File: src/rtl/nand_flash_responder_pkg.sv
// Shared definitions for the NAND flash responder:
// command opcodes, page geometry and the FSM state encoding.
package nand_flash_responder_pkg;

   localparam logic [7:0] CMD_READ0    = 8'h00;
   localparam logic [7:0] CMD_READ1    = 8'h01;
   localparam logic [7:0] CMD_PROG     = 8'h80;
   localparam logic [7:0] CMD_PROG_CFM = 8'h10;
   localparam logic [7:0] CMD_RESET    = 8'hFF;

   localparam int PAGE_BYTES = 512;
   localparam int COL_W      = 9;

   localparam logic [COL_W-1:0] COL_LAST = COL_W'(PAGE_BYTES - 1);

   typedef enum logic [2:0] {
      S_IDLE,
      S_ADDR,
      S_BUSY_RD,
      S_RD_OUT,
      S_PG_DATA,
      S_BUSY_PG,
      S_BUSY_RST
   } state_e;

   typedef enum logic {
      M_READ,
      M_PROG
   } mode_e;

endpackage

File: src/rtl/nand_busy_timer.sv
// Loadable down-counter that owns the ready/busy pin.
// RB is low while the count is non-zero.
module nand_busy_timer #(
   parameter int CNT_W = 8
) (
   input  logic             clk_i,
   input  logic             rst_i,
   input  logic             load_i,
   input  logic [CNT_W-1:0] val_i,
   output logic             rb_o,
   output logic             last_o,
   output logic             done_o
);

   logic [CNT_W-1:0] cnt_q;
   logic [CNT_W-1:0] cnt_d;

   // next count: reload wins, otherwise count down to zero
   always_comb begin
      cnt_d = cnt_q;
      if (load_i) begin
         cnt_d = val_i;
      end else if (cnt_q != '0) begin
         cnt_d = cnt_q - 1'b1;
      end
   end

   // count and registered ready flag
   always_ff @(posedge clk_i or posedge rst_i) begin
      if (rst_i) begin
         cnt_q <= '0;
         rb_o  <= 1'b1;
      end else begin
         cnt_q <= cnt_d;
         rb_o  <= (cnt_d == '0);
      end
   end

   // done marks the final busy cycle, last the one before it
   assign done_o = (cnt_q == CNT_W'(1));
   assign last_o = (cnt_q == CNT_W'(2));

endmodule

File: src/rtl/nand_flash_responder.sv
// NAND flash target: decodes CLE/ALE/WEN/REN bus cycles for the
// 512-byte page read/program/reset subset over an external page memory.
module nand_flash_responder
   import nand_flash_responder_pkg::*;
#(
   parameter int ROW_W  = 16,
   parameter int T_R    = 20,
   parameter int T_PROG = 50,
   parameter int T_RST  = 10
) (
   input  logic             clk,
   input  logic             rst,
   input  logic [7:0]       F_IO_IN,
   output logic [7:0]       F_IO_OUT,
   output logic             F_IO_OE,
   input  logic             F_CLE,
   input  logic             F_ALE,
   input  logic             F_WEN,
   input  logic             F_REN,
   output logic             F_RB,
   output logic [ROW_W+8:0] mem_addr,
   output logic             mem_we,
   output logic [7:0]       mem_wdata,
   input  logic [7:0]       mem_rdata
);

   localparam int T_MX = (T_R > T_PROG) ?
                         ((T_R > T_RST) ? T_R : T_RST) :
                         ((T_PROG > T_RST) ? T_PROG : T_RST);
   localparam int TW = $clog2(T_MX + 1);

   state_e             state_q;
   mode_e              mode_q;
   logic               half_q;
   logic [COL_W-1:0]   col_q;
   logic [ROW_W-1:0]   row_q;
   logic [7:0]         row_lo_q;
   logic [1:0]         acnt_q;
   logic               full_q;
   logic               wen_q, ren_q;
   logic               oe_q;
   logic [7:0]         dout_q;
   logic               pf0_q, pf1_q;
   logic [ROW_W+8:0]   maddr_q;
   logic               mwe_q;
   logic [7:0]         mwd_q;

   logic               wen_rise, ren_rise;
   logic               cmd_v, adr_v, dat_v;
   logic               busy;
   logic               tmr_load, tmr_last, tmr_done;
   logic [TW-1:0]      tmr_val;

   assign wen_rise = F_WEN & ~wen_q;
   assign ren_rise = F_REN & ~ren_q;
   assign cmd_v    = wen_rise & F_CLE & ~F_ALE;
   assign adr_v    = wen_rise & F_ALE & ~F_CLE;
   assign dat_v    = wen_rise & ~F_CLE & ~F_ALE;
   assign busy     = (state_q == S_BUSY_RD) ||
                     (state_q == S_BUSY_PG) ||
                     (state_q == S_BUSY_RST);

   // busy-timer reload: same priority as the FSM below
   always_comb begin
      tmr_load = 1'b0;
      tmr_val  = '0;
      if (cmd_v && (F_IO_IN == CMD_RESET)) begin
         tmr_load = 1'b1;
         tmr_val  = TW'(T_RST);
      end else if (cmd_v) begin
         if ((state_q == S_PG_DATA) && (F_IO_IN == CMD_PROG_CFM)) begin
            tmr_load = 1'b1;
            tmr_val  = TW'(T_PROG);
         end
      end else if ((state_q == S_ADDR) && adr_v &&
                   (acnt_q == 2'd2) && (mode_q == M_READ)) begin
         tmr_load = 1'b1;
         tmr_val  = TW'(T_R);
      end else if ((state_q == S_RD_OUT) && ren_rise &&
                   (col_q == COL_LAST)) begin
         tmr_load = 1'b1;
         tmr_val  = TW'(T_R);
      end
   end

   nand_busy_timer #(
      .CNT_W (TW)
   ) u_timer (
      .clk_i  (clk),
      .rst_i  (rst),
      .load_i (tmr_load),
      .val_i  (tmr_val),
      .rb_o   (F_RB),
      .last_o (tmr_last),
      .done_o (tmr_done)
   );

   // bus-cycle FSM with registered pad and memory outputs
   always_ff @(posedge clk or posedge rst) begin
      if (rst) begin
         state_q  <= S_IDLE;
         mode_q   <= M_READ;
         half_q   <= 1'b0;
         col_q    <= '0;
         row_q    <= '0;
         row_lo_q <= '0;
         acnt_q   <= '0;
         full_q   <= 1'b0;
         wen_q    <= 1'b1;
         ren_q    <= 1'b1;
         oe_q     <= 1'b0;
         dout_q   <= '0;
         pf0_q    <= 1'b0;
         pf1_q    <= 1'b0;
         maddr_q  <= '0;
         mwe_q    <= 1'b0;
         mwd_q    <= '0;
      end else begin
         wen_q <= F_WEN;
         ren_q <= F_REN;
         mwe_q <= 1'b0;
         pf0_q <= 1'b0;
         pf1_q <= pf0_q;
         if (pf1_q) begin
            dout_q <= mem_rdata;
         end
         oe_q <= (state_q == S_RD_OUT) && !F_REN &&
                 F_WEN && wen_q && !F_CLE && !F_ALE;

         if (cmd_v && (F_IO_IN == CMD_RESET)) begin
            state_q <= S_BUSY_RST;
            col_q   <= '0;
            row_q   <= '0;
            half_q  <= 1'b0;
         end else if (cmd_v) begin
            if (!busy) begin
               unique case (F_IO_IN)
                  CMD_READ0, CMD_READ1: begin
                     half_q  <= F_IO_IN[0];
                     mode_q  <= M_READ;
                     acnt_q  <= '0;
                     state_q <= S_ADDR;
                  end
                  CMD_PROG: begin
                     half_q  <= 1'b0;
                     mode_q  <= M_PROG;
                     acnt_q  <= '0;
                     full_q  <= 1'b0;
                     state_q <= S_ADDR;
                  end
                  CMD_PROG_CFM: begin
                     if (state_q == S_PG_DATA) begin
                        state_q <= S_BUSY_PG;
                     end
                  end
                  default: ;
               endcase
            end
         end else begin
            unique case (state_q)
               S_ADDR: begin
                  if (adr_v) begin
                     acnt_q <= acnt_q + 2'd1;
                     unique case (acnt_q)
                        2'd0: col_q <= {half_q, F_IO_IN};
                        2'd1: row_lo_q <= F_IO_IN;
                        2'd2: begin
                           row_q   <= ROW_W'({F_IO_IN, row_lo_q});
                           state_q <= (mode_q == M_READ) ?
                                      S_BUSY_RD : S_PG_DATA;
                        end
                        default: ;
                     endcase
                  end
               end
               S_BUSY_RD: begin
                  if (tmr_last) begin
                     maddr_q <= {row_q, col_q};
                     pf0_q   <= 1'b1;
                  end
                  if (tmr_done) begin
                     state_q <= S_RD_OUT;
                  end
               end
               S_RD_OUT: begin
                  if (ren_rise) begin
                     if (col_q == COL_LAST) begin
                        col_q   <= '0;
                        row_q   <= row_q + 1'b1;
                        half_q  <= 1'b0;
                        state_q <= S_BUSY_RD;
                     end else begin
                        col_q   <= col_q + 1'b1;
                        maddr_q <= {row_q, col_q + 1'b1};
                        pf0_q   <= 1'b1;
                     end
                  end
               end
               S_PG_DATA: begin
                  if (dat_v && !full_q) begin
                     mwe_q   <= 1'b1;
                     maddr_q <= {row_q, col_q};
                     mwd_q   <= F_IO_IN;
                     col_q   <= col_q + 1'b1;
                     if (col_q == COL_LAST) begin
                        full_q <= 1'b1;
                     end
                  end
               end
               S_BUSY_PG, S_BUSY_RST: begin
                  if (tmr_done) begin
                     state_q <= S_IDLE;
                  end
               end
               default: ;
            endcase
         end
      end
   end

   assign F_IO_OUT  = dout_q;
   assign F_IO_OE   = oe_q;
   assign mem_addr  = maddr_q;
   assign mem_we    = mwe_q;
   assign mem_wdata = mwd_q;

endmodule

File: config.mk
export PLATFORM = sky130hd
export DESIGN_NAME = nand_flash_responder
export DESIGN_NICKNAME = d
export VERILOG_FILES = /design/src/rtl/nand_flash_responder_pkg.sv /design/src/rtl/nand_busy_timer.sv /design/src/rtl/nand_flash_responder.sv
export SDC_FILE = /design/constraint.sdc
export NUM_CORES = 1
export LEC_CHECK = 0
export ABC_AREA = 1
export BUFFER_PORTS_ARGS = -buffer_cell sky130_fd_sc_hd__buf_4
export CAP_MARGIN = 20
export CORE_UTILIZATION = 55
export DETAILED_ROUTE_END_ITERATION = 6
export PLACE_DENSITY = 0.79
export SYNTH_ARGS = -nofsm -noshare
export SYNTH_HDL_FRONTEND = slang
export SYNTH_SLANG_ARGS = --single-unit
File: constraint.sdc
create_clock -name clk -period 7 [get_ports clk]
set_input_delay 0.7 -clock clk [delete_from_list [all_inputs] [get_ports clk]]
set_output_delay 0.7 -clock clk [all_outputs]
set_load 0.005 [all_outputs]
======== Yosys cells after proc, flatten, opt, wreduce, memory -nomap -nowiden ========
Index checks and enable logic that the tools add are counted.
word-level totals
  bits in registers ....................... 95
  bits in latches ......................... 0
  RAM bits ................................ 0
  memory bits (read-only) ................. 0
  input bits .............................. 22
  word-level logic and storage cells ...... 201
  memories ................................ 0
cells by class
  $add $sub $neg .......................... 4
  multipliers ............................. 0
  divide/modulo/power cells ............... 0
  magnitude comparators ................... 0
  equality and inequality tests ........... 39
  shift operators ......................... 0
  muxes and demuxes ....................... 74
  bitwise logic cells ..................... 16
  reduce and logical (&&, ||, !) cells .... 49
operators by type and width
  cell                                                              count
  25-bit two-way mux                                                4
  16-bit two-way mux                                                6
  25-bit case mux with 3 select lines                               1
  9-bit two-way mux                                                 7
  3-bit two-way mux                                                 11
  16-bit case mux with 2 select lines                               1
  6-bit two-way mux                                                 5
  9-bit case mux with 3 select lines                                1
  1-bit two-way mux                                                 26
  6-bit AND reduction                                               3
  16-bit by 1-bit adder with 16-bit output (second input constant)  1
  8-bit == test (second input constant)                             2
  4-bit != test (second input constant)                             4
  3-bit by 2-bit != test with 1-bit output (second input constant)  5
  5-bit AND reduction                                               3
  3-bit nonzero test                                                5
  1-bit logical AND                                                 13
  4-bit by 3-bit != test with 1-bit output (second input constant)  3
  3-bit case mux with 4 select lines                                1
  2-bit nonzero test                                                6
  6-bit nonzero test                                                2
  2-bit two-way mux                                                 5
  5-bit two-way mux                                                 2
  2-bit != test (second input constant)                             5
  other kinds (32)                                                  60

======== Logic depth before layout (Yosys ltp) ========
Gate-level depths: netlist of run 1.
  word-level depth ........................ 12
  gate-level depth with buffers ........... 16

======== Modules after synthesis ========
A second synthesis of run 1 with hierarchy kept.
second synthesis, totals
  cell total of the unflattened synthesis .. 719
  area, all modules ....................... 5535.3 µm²
by module, submodules not included
  module                instances  cells an instance  area each (µm²)  sequential area each (µm²)
  nand_flash_responder  1          650                5011.1           2204.6
  nand_busy_timer       1          69                 524.3            176.4

======== Worst setup path after synthesis of run 1 ========
OpenSTA, ideal clock, no wires.
  path type ............................... register to register
  start ................................... register col_q[0]
  end ..................................... register maddr_q[5], in the netlist mem_addr[5]
  setup time .............................. 77 ps
  arrival ................................. 1932 ps
  slack ................................... 4990 ps
  cell stages (with the launch flop) ...... 15
  period minus slack after synthesis ...... 2010 ps
  cell sequence ........................... dfrtp_1 > ha_1 > nand3_1 > inv_1 > nand4_1 > nor2_1 > ha_1 > nand2_1 > inv_1 > nor2_1 > nand3_4 > inv_2 > buf_6 > nor2_1 > a21oi_1
on the way
  longest elaborated chain between the ends .. 4
  elaborated cells on any way between the ends .. 7
  those cells by class .................... add/sub (1); eq/ne (2); mux (3); reduce/logical (1)
ends and longest elaborated chain
  what                                    line                         RTL
  from (decl)                             nand_flash_responder.sv:35   logic [COL_W-1:0] col_q;
  from (signal assigned)                  nand_flash_responder.sv:165  2'd0: col_q <= {half_q, F_IO_IN};
  from (signal assigned)                  nand_flash_responder.sv:193  col_q <= col_q + 1'b1;
  from (signal assigned)                  nand_flash_responder.sv:204  col_q <= col_q + 1'b1;
  9-bit by 1-bit adder with 9-bit output  nand_flash_responder.sv:194  maddr_q <= {row_q, col_q + 1'b1};
  25-bit two-way mux                      nand_flash_responder.sv:187  if (col_q == COL_LAST) begin
  25-bit two-way mux                      nand_flash_responder.sv:186  if (ren_rise) begin
  25-bit case mux with 3 select lines     nand_flash_responder.sv:160  unique case (state_q)
  to (signal assigned)                    nand_flash_responder.sv:178  maddr_q <= {row_q, col_q};
  to (signal assigned)                    nand_flash_responder.sv:194
  to (signal assigned)                    nand_flash_responder.sv:202  maddr_q <= {row_q, col_q};
  to (decl)                               nand_flash_responder.sv:44   logic [ROW_W+8:0] maddr_q;
Several ways; a longest one is shown, not always the timed one. The select of a mux whose other input is x is not followed.
A chain may end at the register's enable or synchronous reset.

======== Worst setup path in the final report of run 1 ========
  start ................................... register col_q[1]
  end ..................................... register row_q[12]
on the way
  longest elaborated chain between the ends .. 3
ends and longest elaborated chain
  what                                                       line                         RTL
  9-bit == test                                              nand_flash_responder.sv:187
  3-bit by 2-bit != test with 1-bit output (no source line)  -
  6-bit AND reduction (no source line)                       -
  to (signal assigned)                                       nand_flash_responder.sv:168  row_q <= ROW_W'({F_IO_IN, row_lo_q});
  to (signal assigned)                                       nand_flash_responder.sv:189  row_q <= row_q + 1'b1;
  to (decl)                                                  nand_flash_responder.sv:36   logic [ROW_W-1:0] row_q;
Every way passes these cells.

==> parameters.txt, run 1 <==
Parameter                              Value

Die
  Standard-cell row count    34
  Core Area    between 8000 and 9000 sq um
  DIE WIDTH    96.60 um
  Ports    66
  Vertical extent of the die    96.60 um
  Total Die Area    about 9300 sq um
  Starting density of the core    56.72%

Critical path
  FF-to-FF path depth    13
  Critical path class    register to register
  Worst r2r dst    row_q[12]
  Nature of the critical path startpoint    register
  R2R setup slack    4.33 ns
  Sort of element at the end of the critical path    register
  Largest driver fanout on the critical path    14
  Critical Path RT    a little over 7 ns
  Startpoint of the worst-slack reg-to-reg timing path    col_q[1]
  Data arrival time at the worst-slack endpoint    2.92 ns

Synthesis
  Mean instance size in the synthesized netlist    8.043 sq um
  Net count after synthesis    643
  Most repeated cell in the gate-level netlist after synthesis    nand2_1
  Number of flops mapped to enable cells by yosys    0
  Commonest cells in the synthesized netlist    145 x nand2_1, 92 x dfrtp_1, 70 x o21ai_0
  Largest cells by area after synthesis    dfrtp_1 47%, nand2_1 11%, o21ai_0 7.1%
  Mapped Area    about 4900 sq um
  Total of flip-flops plus latches after synthesis    95
  Post-synth cell types    38
  Sequential cell area fraction in the yosys report    48.37%
  Number of cells produced by synthesis    612
  Fraction of synthesis flops using an asynchronous set or reset pin    100.0%
  Area share of the largest cell type after synthesis    a little under half
  Top_reg_cell synth    dfrtp_1
  Cell type contributing the most total cell area after synthesis    dfrtp_1
  Synth warnings    0

Power
  P_int    0.001218 W
  Static leakage    2.900 nW
  Power density over the cells    about 350 nW/um^2
  Maximum vdd drop    0.2009 mV
  Power share of the sequential group    41.5%
  Fraction of power spent switching nets    38.76%
  Switching power    0.0007711 W
  Clock power frac    18.1%
  Share of power burned in combinational logic    between 40% and 50%

Clock network
  Number of H-tree branching levels    3
  Insertion delay of the later-clocked pin in the worst-skew pair    0.37 ns
  Quantity of hold-fixing buffers added after cts    0
  CTS Root Cell    clkbuf_8
  Worst-case clock buffer depth    2
  Total clock buffers created by CTS    9
  Clock Pin Slew Worst Setup and Hold Paths    roughly 0.090 ns
  CTS sink count    95
  CTS tree    yes
  Resize count post-CTS    0
  Post-CTS setup repair buffer count    0

Routing
  Average wire length per cell after detail routing    14.57 um
  Number of vias in the routed layout    4354
  Total wire length after detailed routing    11.41 mm
  First DRT Iteration DRCs    295
  Final routed DRC violation total    0
  Post-route ant nets    0
  Drt via density    around 5.6
  1st-pass router iterations    7

Cells and area
  Share of post-route cells with drive strength above 1    16.44%
  Non-filler instance count after layout    approximately 800
  # fillers    about 760
  Antenna Diode Count    0
  Final layout net count    701
  Relative area change from synthesis to final layout    14.69%

STA
  Final-report setup violation count    0
  Period utilization    about two fifths
  Post-layout min period    between 2 and 3 ns
  Max Clock Skew    between 0.008 and 0.009 ns
  Final count of pins violating max slew    0
  Measured slew at the worst slew-check pin    0.7988 ns
  Relative max-transition margin    approximately 47%
  Aggregate negative setup slack    0 ns
  Unrepaired setup endpoints after global routing    no
  Max Freq    0.3744 GHz
  Hold Vio Cnt, Final    0

GRT
  Number of antenna violations at the first check in global routing    0
  Pin count of the biggest net entering global routing    65
  Wire length of the first global-routing pass    19.67 mm
  Total global routing track utilization    26.02%
  Total overflow reported by the global router    0
  Vias in the first global route    4127

Placed design
  PortBufs    65
  Half-perimeter wire length after detailed placement    8.401 mm
  Global placer's final weighted congestion    0.9725
  Number of placed instances with taps included    767

Run
  Max-cap check violation count    0

Run status
  Status    finished clean

Hold path
  Hold/Removal Path Class    input port to async pin
placed cells by master, fill, tap and decap left out, types with 2 or more instances in the layout:
cell type | synthesis | routed
clkbuf_1 | 8 | 2
nand2_1 | 145 | 145
dfstp_2 | 3 | 3
o21ai_1 | 2 | 2
o22ai_1 | 5 | 5
nand3_1 | 41 | 41
o21ai_0 | 70 | 70
ha_1 | 9 | 9
a31oi_1 | 5 | 5
nor3_1 | 8 | 8
dfrtp_1 | 92 | 92
a22oi_1 | 2 | 2
nand3_2 | 4 | 4
o211ai_1 | 3 | 3
nand4_1 | 12 | 12
mux2_2 | 8 | 8
clkinvlp_4 | 0 | 2
xor2_1 | 10 | 10
nand2_2 | 4 | 4
inv_2 | 4 | 4
or2_2 | 2 | 2
buf_4 | 1 | 66
inv_1 | 67 | 66
clkinv_2 | 0 | 2
a21oi_1 | 33 | 33
nor2_1 | 53 | 53
clkbuf_8 | 0 | 9
logic make-up after synthesis:
logic type | share of synthesized area, %
simple gates | 24.20
flops | 48.37
fa+ha+maj | 2.288
mux | 2.034
buf+inv | 7.422
xor+xnor | 1.779
compound gates | 13.90
sequential cells by signal, indices dropped and copies added, names as in the netlist, 2 cells and up:
signal	count
col_q	9
u_timer.cnt_q	6
mem_wdata	8
mem_addr	25
state_q	3
acnt_q	2
row_q	16
row_lo_q	8
F_IO_OUT	8
power by group through the flow:
stage | Sequential [W] | Clock [W] | Combinational, W
floorplan | 0.000817 | 0 | 0.000542
global placement | 0.000830 | 0 | 0.000780
detailed placement | 0.000837 | 0 | 0.000803
CTS | 0.000827 | 0.000366 | 0.000806
global route | 0.000848 | 0.000386 | 0.000922
finish | 0.000826 | 0.000360 | 0.000803
final cells by class:
cell class                 count  area (sq um)  share of cell area, %
sequential                    95          2381                  42.18
multi-input combinational    427          2176                  38.54
timing repair buffer          66         495.5                  8.777
inverter                      71         267.8                  4.743
tap                          108         135.1                  2.394
clock buffer                  11         131.4                  2.327
clock inverter                 5         58.81                  1.042
worst max path at each step:
stage                  end       start  slack [ns]
2_1_floorplan      F_IO_OE         rst        3.83
3_3_place_gp     row_q[12]    col_q[1]        4.47
3_5_place_dp   mem_addr[8]  state_q[0]        4.32
4_1_cts        mem_addr[8]  state_q[0]        4.33
5_1_grt          row_q[12]    col_q[1]        3.98
6_report         row_q[12]    col_q[1]        4.33
worst max-delay path, cell delays in order, from the launching register on:
cell     delay, ns
dfrtp_1       0.40
ha_1          0.20
nand3_1       0.12
inv_1         0.09
nand4_1       0.14
nor2_1        0.12
ha_1          0.28
nand2_1       0.10
o21ai_0       0.11
nand3_2       0.26
nand2_1       0.44
inv_1         0.14
nand2_1       0.08
o21ai_0       0.08
metrics by stage:
| stage | util, % | cell area [sq um] | setup WS (ns) | power [W] | hold slack (ns) |
|---|---|---|---|---|---|
| 6_report | 65.05 | 5645 | 4.329 | 0.001989 | 0.3507 |
| 5_1_grt | 65.05 | 5645 | 3.980 | 0.002156 | 0.3772 |
| 3_3_place_gp | 62.86 | 5455 | 4.467 | 0.001611 | 0.3398 |
| 2_1_floorplan | - | 4922 | 3.828 | 0.001359 | 0.3312 |
| 3_5_place_dp | 62.86 | 5455 | 4.321 | 0.001640 | 0.3396 |
| 4_1_cts | 65.05 | 5645 | 4.325 | 0.001999 | 0.3607 |
routing by layer:
layer / GRT usage [%] / wire length [um] / vias up
met5: 0 / 0 / -
met4: 9.414 / 234 / 0
met3: 4.841 / 818 / 27
met2: 41.17 / 5222 / 183
met1: 35.94 / 5129 / 2018
li1: - / - / 2126
Power figures use the tool's default switching activity.
==> inputs of run 2 (changes only) <==
--- a/config.mk
+++ b/config.mk
@@ -8,9 +8,9 @@
 export ABC_AREA = 1
 export BUFFER_PORTS_ARGS = -buffer_cell sky130_fd_sc_hd__buf_4
 export CAP_MARGIN = 20
-export CORE_UTILIZATION = 55
+export CORE_UTILIZATION = 52
 export DETAILED_ROUTE_END_ITERATION = 6
-export PLACE_DENSITY = 0.79
+export PLACE_DENSITY = 0.78
 export SYNTH_ARGS = -nofsm -noshare
 export SYNTH_HDL_FRONTEND = slang
 export SYNTH_SLANG_ARGS = --single-unit
==> constraint.sdc (replaced) <==
create_clock -name clk -period 2.35 [get_ports clk]
set_input_delay 0.235 -clock clk [delete_from_list [all_inputs] [get_ports clk]]
set_output_delay 0.235 -clock clk [all_outputs]
set_load 0.005 [all_outputs]
==> run 2 against run 1 <==
Wire length up 1.5%. Worst setup slack worse by 4.2 ns. Sequential share of layout area down 1.6 points. Largest power group is now combinational cells. Highest routed layer unchanged.
==> parameters.txt, run 2 (same netlist as run 1, synthesis figures left out) <==
Parameter                              Value

Run status
  Status    finished clean

Critical path
  Startpoint of the worst-slack reg-to-reg timing path    col_q[1]
  Data arrival time at the worst-slack endpoint    2.49 ns (-0.43 ns)
  Nature of the critical path startpoint    register
  Largest driver fanout on the critical path    4 (-10)
  Critical Path RT    2.65 ns (-4.60 ns)
  Timing startpoint of the critical path    col_q[1]
  Critical path class    register to register
  Sort of element at the end of the critical path    register

STA
  Final-report setup violation count    0 (unchanged)
  Measured slew at the worst slew-check pin    0.7387 ns (-0.06008 ns)
  Unrepaired setup endpoints after global routing    yes
  Period utilization    93.21% (+55 points)
  Post-layout min period    2.190 ns (-0.4809 ns)
  Minimum setup slack in the final design    0.1596 ns (-4.169 ns)
  Final count of pins violating max slew    0 (unchanged)
  Hold Vio Cnt, Final    0 (unchanged)
  Max Freq    0.4565 GHz (+22%)
  Final Hold Slack    0.04625 ns (-0.3044 ns)
  Relative max-transition margin    50.24% (+3.5 points)
  Max Clock Skew    0.01206 ns (+0.003702 ns)

Placed design
  Half-perimeter wire length after detailed placement    8.425 mm (+0.29%)
  Worst-case setup slack after placement    0.09555 ns (-4.225 ns)
  Number of placed instances with taps included    779 (+1.6%)
  Global placer's final weighted congestion    1.009 (+3.8%)
  Cell area after placement    5542 sq um (+1.6%)
  PortBufs    65 (unchanged)

Hold path
  Hold/Removal Path Class    input port to register
  Hold Path Origin    F_ALE

Clock network
  Clock Pin Slew Worst Setup and Hold Paths    0.09 ns (about the same)
  CTS Root Cell    clkbuf_8
  Number of H-tree branching levels    3 (unchanged)
  Insertion delay of the later-clocked pin in the worst-skew pair    0.37 ns (about the same)
  CTS sink count    95 (unchanged)
  Total clock buffers created by CTS    9 (unchanged)
  CTS tree    yes
  Worst-case clock buffer depth    2 (unchanged)

Run
  Max-cap check violation count    0 (unchanged)

Die
  Starting density of the core    53.52% (-3.2 points)
  Total Die Area    9859 sq um (+5.6%)
  Vertical extent of the die    99.29 um (+2.8%)
  DIE WIDTH    99.29 um (+2.8%)
  Core Area    9196 sq um (+6.0%)
  Ports    66 (unchanged)
  Standard-cell row count    35 (+2.9%)

GRT
  Global Route met1 Usage    33.92% (-2.0 points)
  Total global routing track utilization    24.46% (-1.6 points)
  Total overflow reported by the global router    0 (unchanged)
  Vias in the first global route    4089 (-0.92%)
  Pin count of the biggest net entering global routing    70 (+7.7%)
  Grt met2 use    38.46% (-2.7 points)
  Most congested layer reported by global routing    met2
  Fraction of met3 tracks used by global routing    4.849% (+0.0079 points)
  Wire length of the first global-routing pass    19.18 mm (-2.5%)
  Number of antenna violations at the first check in global routing    0 (unchanged)

Cells and area
  Share of post-route cells with drive strength above 1    19.54% (+3.1 points)
  Commonest non-fill, non-tap cell in the layout    nand2_1
  Antenna Diode Count    0 (unchanged)
  Most frequent cells in the layout    143 x nand2_1, 92 x dfrtp_1, 75 x buf_4, 69 x o21ai_0, 65 x inv_1
  Largest register FFs    25 (unchanged)
  Relative area change from synthesis to final layout    19.19%
  Non-filler instance count after layout    802 (+2.4%)
  Final non-filler cell area    5867 sq um (+3.9%)
  Final layout net count    717 (+2.3%)

Routing
  1st-pass router iterations    5 (-2)
  Final routed DRC violation total    0 (unchanged)
  Number of vias in the routed layout    4408 (+1.2%)
  Average wire length per cell after detail routing    14.44 um (-0.89%)
  Post-route ant nets    0 (unchanged)
  Drt via density    5.496 (-1.2%)
  Total wire length after detailed routing    11.58 mm (+1.5%)
  First DRT Iteration DRCs    388 (+32%)

Power
  Power density over the cells    1041 nW/um^2 (+200%)
  Static leakage    2.996 nW (+3.3%)
  Maximum vdd drop    0.4918 mV (+140%)
[run 2: cell count changes in the layout (fill, tap and decap cells not counted), sizes merged]
cell	delta
dlygate4sd3	+3
inv	+3
nand3	+1
clkbuf	-1
clkinv	-2
buf	+12
[run 2: cell type report]
| type | instances | area [sq um] |
|---|---|---|
| clock inverter | 6 | 75.07 |
| fill | 772 | 3329 |
| timing repair buffer | 81 | 635.6 |
| tap | 111 | 138.9 |
| multi-input combinational | 428 | 2226 |
| sequential | 95 | 2381 |
| clock buffer | 10 | 137.6 |
| inverter | 71 | 272.8 |
[run 2: metrics by stage]
step           utilization [%]  power (W)  setup TNS (ns)
5_1_grt                  63.80   0.006580         -0.1519
6_report                 63.80   0.006105               0
2_1_floorplan                -   0.004047               0
3_3_place_gp             60.26   0.004802               0
3_5_place_dp             60.26   0.004904               0
4_1_cts                  62.90   0.006054               0
[run 2: critical path: stages (launching register included)]
cell and delay [ns]:
dfrtp_1 0.42, ha_2 0.21, nand3_1 0.12, inv_1 0.10, nand4_1 0.12, nor2_1 0.15, ha_2 0.19, buf_4 0.14
nor2_1 0.07, nor3_2 0.21, nand3_2 0.15, nand3_2 0.12, nand2_1 0.06, nand2_1 0.06
[run 2: worst paths after layout]
| kind | to | slack (ns) | depth (start not counted) |
|---|---|---|---|
| worst max-delay path | state_q[0] | 0.16 | 13 |
| worst min-delay path | F_IO_OE | 0.05 | 2 |
| worst max register to register | state_q[0] | 0.16 | 13 |
| worst min register to register | pf1_q | 0.35 | 0 |
| max in group asynchronous | u_timer.rb_o | 1.51 | 4 |
| min in group asynchronous | row_q[4] | 0.51 | 4 |
[run 2: what timing repair did]
action	4_1_cts	5_1_grt
gates resized for setup	0	17
hold buffers	3	0
setup endpoints to repair	0	37
buffers inserted	0	3
endpoints found under the hold margin	93	0
[run 2: routing by layer]
metal | vias to the layer above | wire length (um) | share of wire, %
met2 | 162 | 5388 | 47
li1 | 2155 | - | -
met3 | 23 | 724 | 6.3
met5 | - | 0 | 0
met4 | 0 | 273 | 2.4
met1 | 2068 | 5193 | 45
[run 2: where the power goes]
| group | leakage (nW) | internal (W) | total (W) | switching, W |
|---|---|---|---|---|
| clock network | 0.106 | 0.000540 | 0.00115 | 0.000610 |
| logic | 1.74 | 0.00107 | 0.00250 | 0.00143 |
| registers | 1.15 | 0.00211 | 0.00246 | 0.000341 |
==> inputs of run 3 (changes only) <==
==> constraint.sdc (replaced) <==
create_clock -name clk -period 1.8 [get_ports clk]
set_input_delay 0.18 -clock clk [delete_from_list [all_inputs] [get_ports clk]]
set_output_delay 0.18 -clock clk [all_outputs]
set_load 0.005 [all_outputs]
==> run 3 against run 2 <==
The flow now finishes with violations (setup timing). Wire length increased by 7.7%. Highest routed layer unchanged. Critical path type unchanged. Sequential power rose by 28%. Cell count rose by 4.0%. Combinational power grew 58%. Sequential share of layout area down 3.3 points.
==> parameters.txt, run 3 (same netlist as run 1, synthesis figures left out) <==
Parameter                              Value

Routing
  Drt via density    5.486 (-0.19%)
  Total wire length after detailed routing    12.47 mm (+7.7%)
  Post-route ant nets    0 (unchanged)
  Final routed DRC violation total    0 (unchanged)
  1st-pass router iterations    5 (unchanged)
  Number of vias in the routed layout    4575 (+3.8%)
  First DRT Iteration DRCs    256 (-34%)
  Average wire length per cell after detail routing    14.95 um (+3.5%)

Cells and area
  Final layout net count    749 (+4.5%)
  Final non-filler cell area    6380 sq um (+8.7%)
  Relative area change from synthesis to final layout    29.61%
  Most frequent cells in the layout    135 x nand2_1, 97 x buf_4, 92 x dfrtp_1, 61 x inv_1, 56 x o21ai_0
  Share of post-route cells with drive strength above 1    29.05% (+9.5 points)
  Antenna Diode Count    0 (unchanged)
  Commonest non-fill, non-tap cell in the layout    nand2_1
  Largest register FFs    25 (unchanged)

Critical path
  R2R setup slack    -0.18 ns (-0.34 ns)
  Critical-path top delay cell    dfrtp_1
  Data arrival time at the worst-slack endpoint    2.28 ns (-0.21 ns)
  Critical Path RT    2.10 ns (-0.55 ns)
  Sort of element at the end of the critical path    register
  Largest driver fanout on the critical path    4 (unchanged)
  Stage delay of the slowest cell on the critical path    0.36 ns (-0.06 ns)
  Nature of the critical path startpoint    register
  Cell class contributing the biggest share of worst-path delay    simple AND/OR/NAND/NOR gates
  Most used cell along the critical path    nand3_2
  Critical path class    register to register
  Critical-path cell list    ha_2 -> nand3_2 -> inv_2 -> nand4_1 -> nor2_1 -> ha_2 -> buf_6 -> nor2_4 -> nor3_4 -> nand3_2 -> nand3_2 -> nand2_2 -> nand2_1
  Critical path buffers and inverters    2 (unchanged)

STA
  Hold Vio Cnt, Final    0 (unchanged)
  Measured slew at the worst slew-check pin    0.5839 ns (-0.1547 ns)
  Relative max-transition margin    60.66% (+10 points)
  Unrepaired setup endpoints after global routing    yes
  Final count of pins violating max slew    0 (unchanged)
  Max Clock Skew    0.01262 ns (+0.0005578 ns)
  Period utilization    109.9% (+17 points)
  Post-layout min period    1.978 ns (-0.2123 ns)
  Max Freq    0.5055 GHz (+11%)
  Aggregate negative setup slack    -7.551 ns (-7.551 ns)
  Final-report setup violation count    56 (+56)
  Minimum setup slack in the final design    -0.1781 ns (-0.3377 ns)

Power
  Static leakage    3.197 nW (+6.7%)
  Maximum vdd drop    0.8754 mV (+78%)
  Power density over the cells    1346 nW/um^2 (+29%)
  Total design power    0.008584 W (+41%)

Clock network
  Number of H-tree branching levels    3 (unchanged)
  Clock Pin Slew Worst Setup and Hold Paths    0.10 ns (about the same)
  CTS tree    yes
  CTS Root Cell    clkbuf_8
  Total clock buffers created by CTS    9 (unchanged)
  Worst-case clock buffer depth    2 (unchanged)
  CTS sink count    95 (unchanged)
  Insertion delay of the later-clocked pin in the worst-skew pair    0.37 ns (about the same)

Die
  Core Area    9196 sq um (unchanged)
  Standard-cell row count    35 (unchanged)
  DIE WIDTH    99.29 um (unchanged)
  Vertical extent of the die    99.29 um (unchanged)
  Total Die Area    9859 sq um (unchanged)
  Starting density of the core    53.52% (unchanged)
  Ports    66 (unchanged)

GRT
  Pin count of the biggest net entering global routing    37 (-47%)
  Vias in the first global route    4359 (+6.6%)
  Number of antenna violations at the first check in global routing    0 (unchanged)
  Wire length of the first global-routing pass    20.44 mm (+6.5%)
  Total overflow reported by the global router    0 (unchanged)
  Total global routing track utilization    26.35% (+1.9 points)

Placed design
  Global placer's final weighted congestion    0.9528 (-5.6%)
  Worst-case setup slack after placement    -0.2212 ns (-0.3167 ns)
  Half-perimeter wire length after detailed placement    8.663 mm (+2.8%)
  Cell area after placement    5759 sq um (+3.9%)
  PortBufs    65 (unchanged)

Run
  Max-cap check violation count    0 (unchanged)

Run status
  Status    complete, but fails checks
  Failing checks    setup timing

Hold path
  Hold/Removal Path Class    input port to register
[run 3: cell count changes in the layout (fill, tap and decap cells not counted), sizes merged]
cell	before	now
dlygate4sd3	3	5
buf	78	108
clkbuf	10	12
nand3	47	46
clkinvlp	2	1
clkinv	0	3
inv	74	71
[run 3: final cells by class]
cell class / count / area (sq um)
sequential: 95 / 2381
clock inverter: 5 / 65.06
timing repair buffer: 114 / 970.9
tap: 111 / 138.9
multi-input combinational: 427 / 2405
inverter: 71 / 277.8
clock buffer: 11 / 141.4
fill: 744 / 2816
[run 3: repair_timing]
| item | CTS | global route |
|---|---|---|
| gates cloned | 1 | 1 |
| hold buffers | 5 | 0 |
| pin swaps | 12 | 14 |
| setup buffers | 9 | 2 |
| endpoints found under the setup margin | 55 | 69 |
| hold endpoints to repair | 17 | 0 |
| resized for setup | 28 | 41 |
[run 3: final timing paths]
check,cells past startpoint,startpoint,endpoint
min in group asynchronous,3,rst,row_q[2]
hold / removal,2,mem_rdata[4],F_IO_OUT[4]
hold reg to reg,0,pf0_q,pf1_q
setup / recovery,13,col_q[0],state_q[1]
max in group asynchronous,4,rst,col_q[7]
setup reg to reg,13,col_q[0],state_q[1]
[run 3: through the flow]
stage          cells  hold slack (ns)  utilization, %
2_1_floorplan    612           0.1845               -
3_3_place_gp     800           0.2005           62.63
3_5_place_dp     800           0.2085           62.63
4_1_cts          831          0.02008           67.21
5_1_grt          834          0.01654           69.37
6_report         834          0.02967           69.37
[run 3: layer usage]
layer / GRT usage (%) / vias up / share of wire (%)
li1: - / 2219 / -
met1: 35.79 / 2169 / 43
met2: 41.24 / 153 / 49
met3: 4.568 / 34 / 5.4
met4: 12.67 / 0 / 2.7
met5: 0 / - / 0
[run 3: where the power goes]
group	leakage (nW)	switching (W)	total [W]	internal (W)
sequential	1.15	0.000401	0.00316	0.00276
combinational	1.94	0.00215	0.00396	0.00181
clock	0.104	0.000770	0.00146	0.000693
total	3.20	0.00332	0.00858	0.00526
